### src/rtl/axi_lite_timestable_slave.sv
// AXI4-lite responder holding the 8x8 times table (64 x 32-bit words).
// The table is rebuilt one entry per cycle after every reset; single-beat reads and writes only.
module axi_lite_timestable_slave #(
  parameter int unsigned DATA_W = 32,
  parameter int unsigned ADDR_W = 32,
  parameter int unsigned IDX_W  = 6
) (
  input  logic              clk,
  input  logic              rst,
  input  logic [ADDR_W-1:0] s_axi_awaddr,
  input  logic              s_axi_awvalid,
  output logic              s_axi_awready,
  input  logic [DATA_W-1:0] s_axi_wdata,
  input  logic [3:0]        s_axi_wstrb,
  input  logic              s_axi_wvalid,
  output logic              s_axi_wready,
  output logic [1:0]        s_axi_bresp,
  output logic              s_axi_bvalid,
  input  logic              s_axi_bready,
  input  logic [ADDR_W-1:0] s_axi_araddr,
  input  logic              s_axi_arvalid,
  output logic              s_axi_arready,
  output logic [DATA_W-1:0] s_axi_rdata,
  output logic [1:0]        s_axi_rresp,
  output logic              s_axi_rvalid,
  input  logic              s_axi_rready,
  output logic              init_done
);

  localparam int unsigned Depth = 2 ** IDX_W;
  localparam int unsigned HalfW = IDX_W / 2;
  localparam logic [1:0] RespOkay   = 2'b00;
  localparam logic [1:0] RespSlverr = 2'b10;

  typedef enum logic {StInit, StDone} init_state_e;
  typedef enum logic [1:0] {RIdle, RRead, RResp} rd_state_e;
  typedef enum logic [1:0] {WIdle, WCommit, WResp} wr_state_e;

  logic [DATA_W-1:0] mem_q [Depth];

  // ---------------------------------------------------------------------------
  // Init FSM
  // ---------------------------------------------------------------------------
  init_state_e      init_state_q, init_state_d;
  logic [IDX_W-1:0] init_idx_q;
  logic             init_we;
  logic [IDX_W-1:0] init_a, init_b, init_prod;
  logic [DATA_W-1:0] init_word;

  always_ff @(posedge clk) begin
    if (rst) init_state_q <= StInit;
    else     init_state_q <= init_state_d;
  end

  always_comb begin
    init_state_d = init_state_q;
    unique case (init_state_q)
      StInit:  if (init_idx_q == IDX_W'(Depth - 1)) init_state_d = StDone;
      StDone:  init_state_d = StDone;
      default: init_state_d = StInit;
    endcase
  end

  always_comb begin
    init_done = 1'b0;
    init_we   = 1'b0;
    unique case (init_state_q)
      StInit:  init_we   = !rst;
      StDone:  init_done = 1'b1;
      default: ;
    endcase
  end

  always_ff @(posedge clk) begin
    if (rst)          init_idx_q <= '0;
    else if (init_we) init_idx_q <= init_idx_q + 1'b1;
  end

  // Index is {a, b}; the product of the two halves always fits in IDX_W bits.
  assign init_a    = {{(IDX_W - HalfW){1'b0}}, init_idx_q[IDX_W-1:HalfW]};
  assign init_b    = {{(IDX_W - HalfW){1'b0}}, init_idx_q[HalfW-1:0]};
  assign init_prod = init_a * init_b;
  assign init_word = {{(DATA_W - IDX_W){1'b0}}, init_prod};

  // ---------------------------------------------------------------------------
  // Read FSM
  // ---------------------------------------------------------------------------
  rd_state_e         r_state_q, r_state_d;
  logic [ADDR_W-1:0] araddr_q;
  logic [DATA_W-1:0] rdata_q;
  logic [1:0]        rresp_q;
  logic              ar_fire, r_hit;
  logic [IDX_W-1:0]  r_idx;

  assign ar_fire = s_axi_arvalid && s_axi_arready;
  assign r_hit   = (araddr_q[ADDR_W-1:IDX_W] == '0);
  assign r_idx   = araddr_q[IDX_W-1:0];

  always_ff @(posedge clk) begin
    if (rst) r_state_q <= RIdle;
    else     r_state_q <= r_state_d;
  end

  always_comb begin
    r_state_d = r_state_q;
    unique case (r_state_q)
      RIdle:   if (ar_fire) r_state_d = RRead;
      RRead:   r_state_d = RResp;
      RResp:   if (s_axi_rready) r_state_d = RIdle;
      default: r_state_d = RIdle;
    endcase
  end

  always_comb begin
    s_axi_arready = 1'b0;
    s_axi_rvalid  = 1'b0;
    unique case (r_state_q)
      RIdle:   s_axi_arready = init_done;
      RRead:   ;
      RResp:   s_axi_rvalid  = 1'b1;
      default: ;
    endcase
  end

  // mem_q is sampled before any same-cycle commit lands, so a collision returns old data.
  always_ff @(posedge clk) begin
    if (rst) begin
      araddr_q <= '0;
      rdata_q  <= '0;
      rresp_q  <= RespOkay;
    end else begin
      if (ar_fire) araddr_q <= s_axi_araddr;
      if (r_state_q == RRead) begin
        rdata_q <= r_hit ? mem_q[r_idx] : '0;
        rresp_q <= r_hit ? RespOkay : RespSlverr;
      end
    end
  end

  assign s_axi_rdata = rdata_q;
  assign s_axi_rresp = rresp_q;

  // ---------------------------------------------------------------------------
  // Write FSM
  // ---------------------------------------------------------------------------
  wr_state_e         w_state_q, w_state_d;
  logic              aw_held_q, w_held_q;
  logic [ADDR_W-1:0] awaddr_q;
  logic [DATA_W-1:0] wdata_q;
  logic [3:0]        wstrb_q;
  logic [1:0]        bresp_q;
  logic              aw_fire, w_fire, b_fire, w_hit, mem_we;
  logic [IDX_W-1:0]  w_idx;

  assign aw_fire = s_axi_awvalid && s_axi_awready;
  assign w_fire  = s_axi_wvalid && s_axi_wready;
  assign b_fire  = s_axi_bvalid && s_axi_bready;
  assign w_hit   = (awaddr_q[ADDR_W-1:IDX_W] == '0);
  assign w_idx   = awaddr_q[IDX_W-1:0];

  always_ff @(posedge clk) begin
    if (rst) w_state_q <= WIdle;
    else     w_state_q <= w_state_d;
  end

  always_comb begin
    w_state_d = w_state_q;
    unique case (w_state_q)
      WIdle:   if ((aw_held_q || aw_fire) && (w_held_q || w_fire)) w_state_d = WCommit;
      WCommit: w_state_d = WResp;
      WResp:   if (s_axi_bready) w_state_d = WIdle;
      default: w_state_d = WIdle;
    endcase
  end

  always_comb begin
    s_axi_awready = 1'b0;
    s_axi_wready  = 1'b0;
    s_axi_bvalid  = 1'b0;
    mem_we        = 1'b0;
    unique case (w_state_q)
      WIdle: begin
        s_axi_awready = init_done && !aw_held_q;
        s_axi_wready  = init_done && !w_held_q;
      end
      WCommit: mem_we       = w_hit;
      WResp:   s_axi_bvalid = 1'b1;
      default: ;
    endcase
  end

  always_ff @(posedge clk) begin
    if (rst) begin
      aw_held_q <= 1'b0;
      w_held_q  <= 1'b0;
      awaddr_q  <= '0;
      wdata_q   <= '0;
      wstrb_q   <= '0;
      bresp_q   <= RespOkay;
    end else begin
      if (b_fire) begin
        aw_held_q <= 1'b0;
        w_held_q  <= 1'b0;
      end else begin
        if (aw_fire) begin
          aw_held_q <= 1'b1;
          awaddr_q  <= s_axi_awaddr;
        end
        if (w_fire) begin
          w_held_q <= 1'b1;
          wdata_q  <= s_axi_wdata;
          wstrb_q  <= s_axi_wstrb;
        end
      end
      if (w_state_q == WCommit) bresp_q <= w_hit ? RespOkay : RespSlverr;
    end
  end

  assign s_axi_bresp = bresp_q;

  // ---------------------------------------------------------------------------
  // Table storage; init and commit never overlap since commits need init_done.
  // ---------------------------------------------------------------------------
  always_ff @(posedge clk) begin
    if (init_we) begin
      mem_q[init_idx_q] <= init_word;
    end else if (mem_we) begin
      for (int k = 0; k < 4; k++) begin
        if (wstrb_q[k]) mem_q[w_idx][8*k +: 8] <= wdata_q[8*k +: 8];
      end
    end
  end

endmodule

### config.mk
export PLATFORM = sky130hd
export DESIGN_NAME = axi_lite_timestable_slave
export DESIGN_NICKNAME = d
export VERILOG_FILES = /design/src/rtl/axi_lite_timestable_slave.sv
export SDC_FILE = /design/constraint.sdc
export NUM_CORES = 2
export LEC_CHECK = 0
export BUFFER_PORTS_ARGS = -buffer_cell sky130_fd_sc_hd__buf_4
export CAP_MARGIN = 0
export CORE_AREA = 2 2 440 617
export CTS_BUF_LIST = sky130_fd_sc_hd__clkbuf_8 sky130_fd_sc_hd__clkbuf_16
export DETAILED_ROUTE_END_ITERATION = 7
export DIE_AREA = 0 0 442 619
export PLACE_DENSITY = 0.48
export SYNTH_ARGS = -nofsm -noshare
export SYNTH_HDL_FRONTEND = slang
export SYNTH_SLANG_ARGS = --single-unit
### constraint.sdc
create_clock -name clk -period 6.27 [get_ports clk]
set_clock_uncertainty 0.15 [all_clocks]
set_input_delay 0.9405 -clock clk [delete_from_list [all_inputs] [get_ports clk]]
set_output_delay 0.9405 -clock clk [all_outputs]
set_load 0.02 [all_outputs]
=== After elaboration in Yosys (flattened, before gate mapping) ===
Memories as Yosys holds them, arrays and structs flattened. A register that Yosys moved wholly into a read port is not among the register bits.
Index checks and enable logic that the tools add are counted.

* Memories: 1
* Output and inout port bits: 42
* Input port bits: 107
* Logic and storage cells: 91
* Bits in writable memories: 2048
* Register bits after elaboration: 149

* Multiply operators: 1
* Reduce and logical (&&, ||, !) cells: 22
* Mux-type cells: 42
* Add/sub/neg operators: 1
* Bitwise operators: 2
* Equality and inequality tests: 9

{| class="wikitable"
|+ Memories
! memory !! words !! width !! rd ports !! clocked after Yosys merged registers in !! wr ports !! RTL line !! RTL
|-
| mem_q || 64 || 32 || 1 || 1 || 1 || 39 || <nowiki>logic [DATA_W-1:0] mem_q [Depth];</nowiki>
|}

{| class="wikitable"
|+ Operators with widths
! cell !! count
|-
| $mux W32 || 2
|-
| $logic_not A26 Y1 || 2
|-
| $reduce_or A32 Y1 || 1
|-
| $mux W1 || 27
|-
| $mux W6 || 3
|-
| $mux W2 || 6
|-
| $pmux W2 S3 || 2
|-
| $ne A2 B2 Y1 const B || 4
|-
| $reduce_and A2 Y1 || 4
|-
| $logic_and A1 B1 Y1 || 7
|-
| $add A6 B1 Y6 const B || 1
|-
| $eq A6 B6 Y1 const B || 1
|-
| $mul A3 B3 Y6 || 1
|-
| $eq A2 B1 Y1 const B || 2
|-
| $eq A2 B2 Y1 const B || 2
|-
| $logic_not A2 Y1 || 2
|-
| $mux W4 || 1
|-
| $logic_not A1 Y1 || 3
|-
| $logic_or A1 B1 Y1 || 2
|-
| $not A1 Y1 || 2
|-
| $pmux W1 S2 || 1
|-
| $reduce_or A2 Y1 || 1
|}

=== Depth between registers and ports, before layout ===
* Depth after elaboration: 8
* Mapped depth: 11
* Mapped depth without buffers: 8

=== Worst setup path before layout ===
Ideal clock, no wire load.

* Kind: reg2reg
* Start point: register init_idx_q[0]
* End point: memory mem_q[0][4], data pin
* Data arrival time: 4503 ps
* Required time: 5418 ps
* Setup time: 702 ps
* Stages on the path, launching flop included: 9
* Buffers on the path: 1
* Setup slack: 916 ps
* Cells stage by stage: dfxtp_1 -> clkbuf_1 -> and2_1 -> fa_1 -> ha_1 -> inv_1 -> fa_1 -> xor2_1 -> o21ai_0

* Cells in the longest elaborated chain, start to end: 2

{| class="wikitable"
|+ RTL lines
! item !! RTL line !! RTL
|-
| start: declaration || 45 || <nowiki>logic [IDX_W-1:0] init_idx_q;</nowiki>
|-
| start signal: assignment || 76 || <nowiki>else if (init_we) init_idx_q <= init_idx_q + 1'b1;</nowiki>
|-
| $mul A3 B3 Y6 || 82 || <nowiki>assign init_prod = init_a * init_b;</nowiki>
|-
| $mux W32 (no line) || -- ||
|-
| end: declaration || 39 ||
|}

No other way between the ends.

=== Final worst setup path ===
* Start point: register awaddr_q[8]
* End point: memory mem_q[52][7] (enable)

* Cells in the longest elaborated chain, start to end: 7
* Elaborated cells between the ends (all ways): 17
* Classes of those cells: 15 x mux; 2 x reduce/logical

{| class="wikitable"
|+ RTL lines
! item !! RTL line !! RTL
|-
| start: declaration || 148 || <nowiki>logic [ADDR_W-1:0] awaddr_q;</nowiki>
|-
| start signal: assignment || 207 || <nowiki>awaddr_q <= s_axi_awaddr;</nowiki>
|-
| $logic_not A26 Y1 (*) || 158 || <nowiki>assign w_hit = (awaddr_q[ADDR_W-1:IDX_W] == '0);</nowiki>
|-
| $mux W1 (*) || 181 || <nowiki>unique case (w_state_q)</nowiki>
|-
| $mux W1 || 227 || <nowiki>end else if (mem_we) begin</nowiki>
|-
| $mux W1 || 225 || <nowiki>if (init_we) begin</nowiki>
|-
| $mux W1 (not written as such) || 229 || <nowiki>if (wstrb_q[k]) mem_q[w_idx][8*k +: 8] <= wdata_q[8*k +: 8];</nowiki>
|-
| $reduce_or A32 Y1 (no line) || -- ||
|-
| $mux W6 (no line) / $mux W4 (equally long branches) || -- ||
|}

Mark *: on every way between the ends. The rest lies on a longest branch, timed or not.

==> out/metrics.cfg <==
[floorplanning]
num_rows = 225
ios = 149
die_h_um = 619
fp.coreArea_sq_um = 267700
start_util_pct = 31.92
die_w_um = 442
dieArea_sq_um = 273600

[worst_hold_path]
hp-class = in -> reg
min_to = w_held_q$_SDFFE_PP0P_
hold_depth = 2
min_from = s_axi_bready

[sta]
slew_violations = 0
rsz0062_at_grt = false
tightest_slew_ns = 1.265
tns_ns = 0
setup_violations = 0
finalCritPeriodShare_pct = 79.36
period_needed_ns = 4.976
hold_violations = 0
max-slew-margin-rel_pct = 15.43
max_freq_ghz = 0.2010

[placed_design]
gp_congestion = 0.8521
dp_hpwl_um = 187500
io_buffer_count = 146
placed_cell_area_sq_um = 91100

[clock_network]
cts_setup_buffers = 0
root_buffer = clkbuf_16
cts_buffers = 210
clk_pin_slew_worst_paths_ns = 0.06
clkLatencyLatePin_ns = 0.88
ctsHtreeMaxLevel = 4
cts_resized = 0
cts_tree = built
cts.sinks = 2201
clockBufferDepth = 4
postCtsHoldBufs = 0

[drt]
drtIter0Drc = 4823
drc = 0
wire_per_inst_um = 33.83
postRouteAntennaNets = 0
routed_wl_um = 285400
vias = 45500
dr.pass1.iters = 6
viasPerCell = 5.394

[yosys]
synth_cell_types = 66
synth_ff_type = edfxtp_1
syn_avg_cell_area_sq_um = 18.93
synth_warnings = 0
synth_cells = 4514
synth_commonest_cells = edfxtp_1 (2048), mux4_2 (431), nand2_1 (323)
yosysMostFrequentCell = edfxtp_1
yosys.area.top_type = edfxtp_1
synth-seq-cells = 2201
netlist_area_sq_um = 85450
synth_seq_area_share_pct = 75.55
synth_top_area_share_pct = 71.97
synth_area_leaders = edfxtp_1 (72%), mux4_2 (11%), dfxtp_1 (3.6%), mux2i_1 (2.8%), nand2_1 (1.4%)
synth-async-reset-ratio_pct = 0
synth_edf_count = 2048

[global_route]
grt_pass1_wl_um = 389600
antenna_found_initial = 17
use_met3_pct = 3.144
grt_pass1_vias = 45970
grt_overflow = 0
gr-usage-met2_pct = 35.41
grt_max_degree = 87
use_met1_pct = 25.36
grt-busiest-layer = met2
track_usage_pct = 20.50

[worst_setup_path]
r2r_start = awaddr_q[8]$_SDFFE_PP0P_
cp-start-kind = flip-flop
path_max_fanout = 26
worstPathRequired_ns = 6.60
end_kind = flip-flop
path_class = reg -> reg
ff2ff_setup_slack_ns = 1.29
cp_data_arrival_time_ns = 5.31
r2r_end = mem_q[52][7]$_DFFE_PP_
reg2reg_depth = 8

[run_status]
status = finished, final reports clean

[power_and_ir_drop]
ir_drop_mv = 0.2233
p_leak_nw = 28.44
power.density_nw_per_um2 = 294.6

[cells_and_area]
drive_above_1_share_pct = 22.94
finalInstanceArea_sq_um = 97810
nNetsFinal = 4867
area_delta_synth_final_pct = 14.46

[job]
drv_cap = 0

-- worst max path at each step --
stage | start | end | slack [ns] | depth (start not counted)
CTS | awaddr_q[8]$_SDFFE_PP0P_ | mem_q[52][2]$_DFFE_PP_ | 1.27 | 8
finish | awaddr_q[8]$_SDFFE_PP0P_ | mem_q[52][7]$_DFFE_PP_ | 1.29 | 8
global placement | rst | mem_q[52][6]$_DFFE_PP_ | 1.40 | 8
floorplan | init_idx_q[0]$_SDFFE_PP0P_ | mem_q[0][4]$_DFFE_PP_ | 0.92 | 8
detailed placement | rst | mem_q[52][0]$_DFFE_PP_ | 1.23 | 8
global route | awaddr_q[8]$_SDFFE_PP0P_ | mem_q[52][5]$_DFFE_PP_ | 1.05 | 8
-- per-layer routing --
layer  vias up  part of all wire (%)
met5         -                 0.020
met4         8                   4.9
met3       501                   6.2
met2      1912                    50
met1     24430                    38
li1      18650                     -
-- sequential cells by signal (all words and copies together) (netlist names), 4 cells and up, named ones only --
register / flops
wdata_q: 32
araddr_q: 32
mem_q: 2048
init_idx_q: 6
s_axi_rdata: 32
wstrb_q: 4
awaddr_q: 32
-- stage by stage --
stage | instances | power [mW] | hold WS [ns] | utilization [%] | setup slack [ns]
after floorplan | 4515 | 16.27 | 0.2817 | - | 0.9156
after global placement | 8058 | 16.44 | 0.2880 | 34.03 | 1.401
after detailed placement | 8058 | 16.44 | 0.2887 | 34.03 | 1.233
after CTS | 8427 | 29.04 | 0.03209 | 36.52 | 1.275
after global routing | 8428 | 29.53 | 0.07637 | 36.53 | 1.048
final | 8435 | 28.81 | 0.09960 | 36.53 | 1.294
-- kinds of logic after synthesis --
group                    after synthesis  synth area share [%]
AND/OR/NAND/NOR                      866                 4.448
other                                  1              0.004388
adder cells (fa/ha/maj)                8                0.1347
multiplexers                         693                 14.47
XOR/XNOR                               6               0.06150
flip-flops                          2201                 75.55
buffers and inverters                275                 1.665
AO/OA/AOI/OAI                        464                 3.661
-- critical path, stage by stage (launching register included) --
cell and delay [ns]:
dfxtp_1 0.31, nor4_1 0.37, nand4_1 0.25, nor4_4 0.68, buf_12 0.28, mux2i_1 0.57, nand2_1 0.77, buf_4 0.47
nor2_1 0.67
-- power breakdown --
| group | leakage [nW] | switching [mW] | internal (mW) |
|---|---|---|---|
| Clock | 3.38 | 5.60 | 7.09 |
| Combinational | 6.01 | 0.180 | 0.0849 |
| Sequential | 19.0 | 0.0159 | 15.8 |
| Total | 28.4 | 5.80 | 23.0 |
-- cell type report --
| cell class | count | area [sq um] |
|---|---|---|
| fill | 24620 | 169900 |
| sequential | 2201 | 64580 |
| multi-input combinational | 2039 | 19710 |
| clock buffer | 224 | 5482 |
| tap | 3518 | 4402 |
| timing repair buffer | 289 | 2370 |
| clock inverter | 145 | 1201 |
| inverter | 11 | 41.29 |
| antenna | 8 | 20.02 |
-- placed cells by master, fill, tap and decap left out, types with 9 or more instances in the layout --
cell / instances
clkinv_2: 37
clkinvlp_4: 12
a32o_1: 9
o22ai_1: 31
inv_1: 39
and2_1: 15
clkbuf_8: 11
nor3_1: 19
nand4_1: 13
edfxtp_1: 2048
clkinv_1: 40
o31ai_1: 12
nor4_1: 18
o21ai_0: 22
a22oi_1: 86
a22o_1: 21
a21oi_1: 152
mux4_2: 431
nand2b_1: 21
dfxtp_1: 147
a21o_1: 14
bufinv_16: 20
nand3_1: 38
nand2_1: 316
o221ai_1: 27
mux2i_1: 234
mux2_2: 24
nor2_1: 307
buf_12: 16
clkbuf_16: 213
and2_4: 21
a211oi_1: 41
nor2b_1: 27
or3_1: 11
buf_4: 273
(Power assumes the default switching activity.)
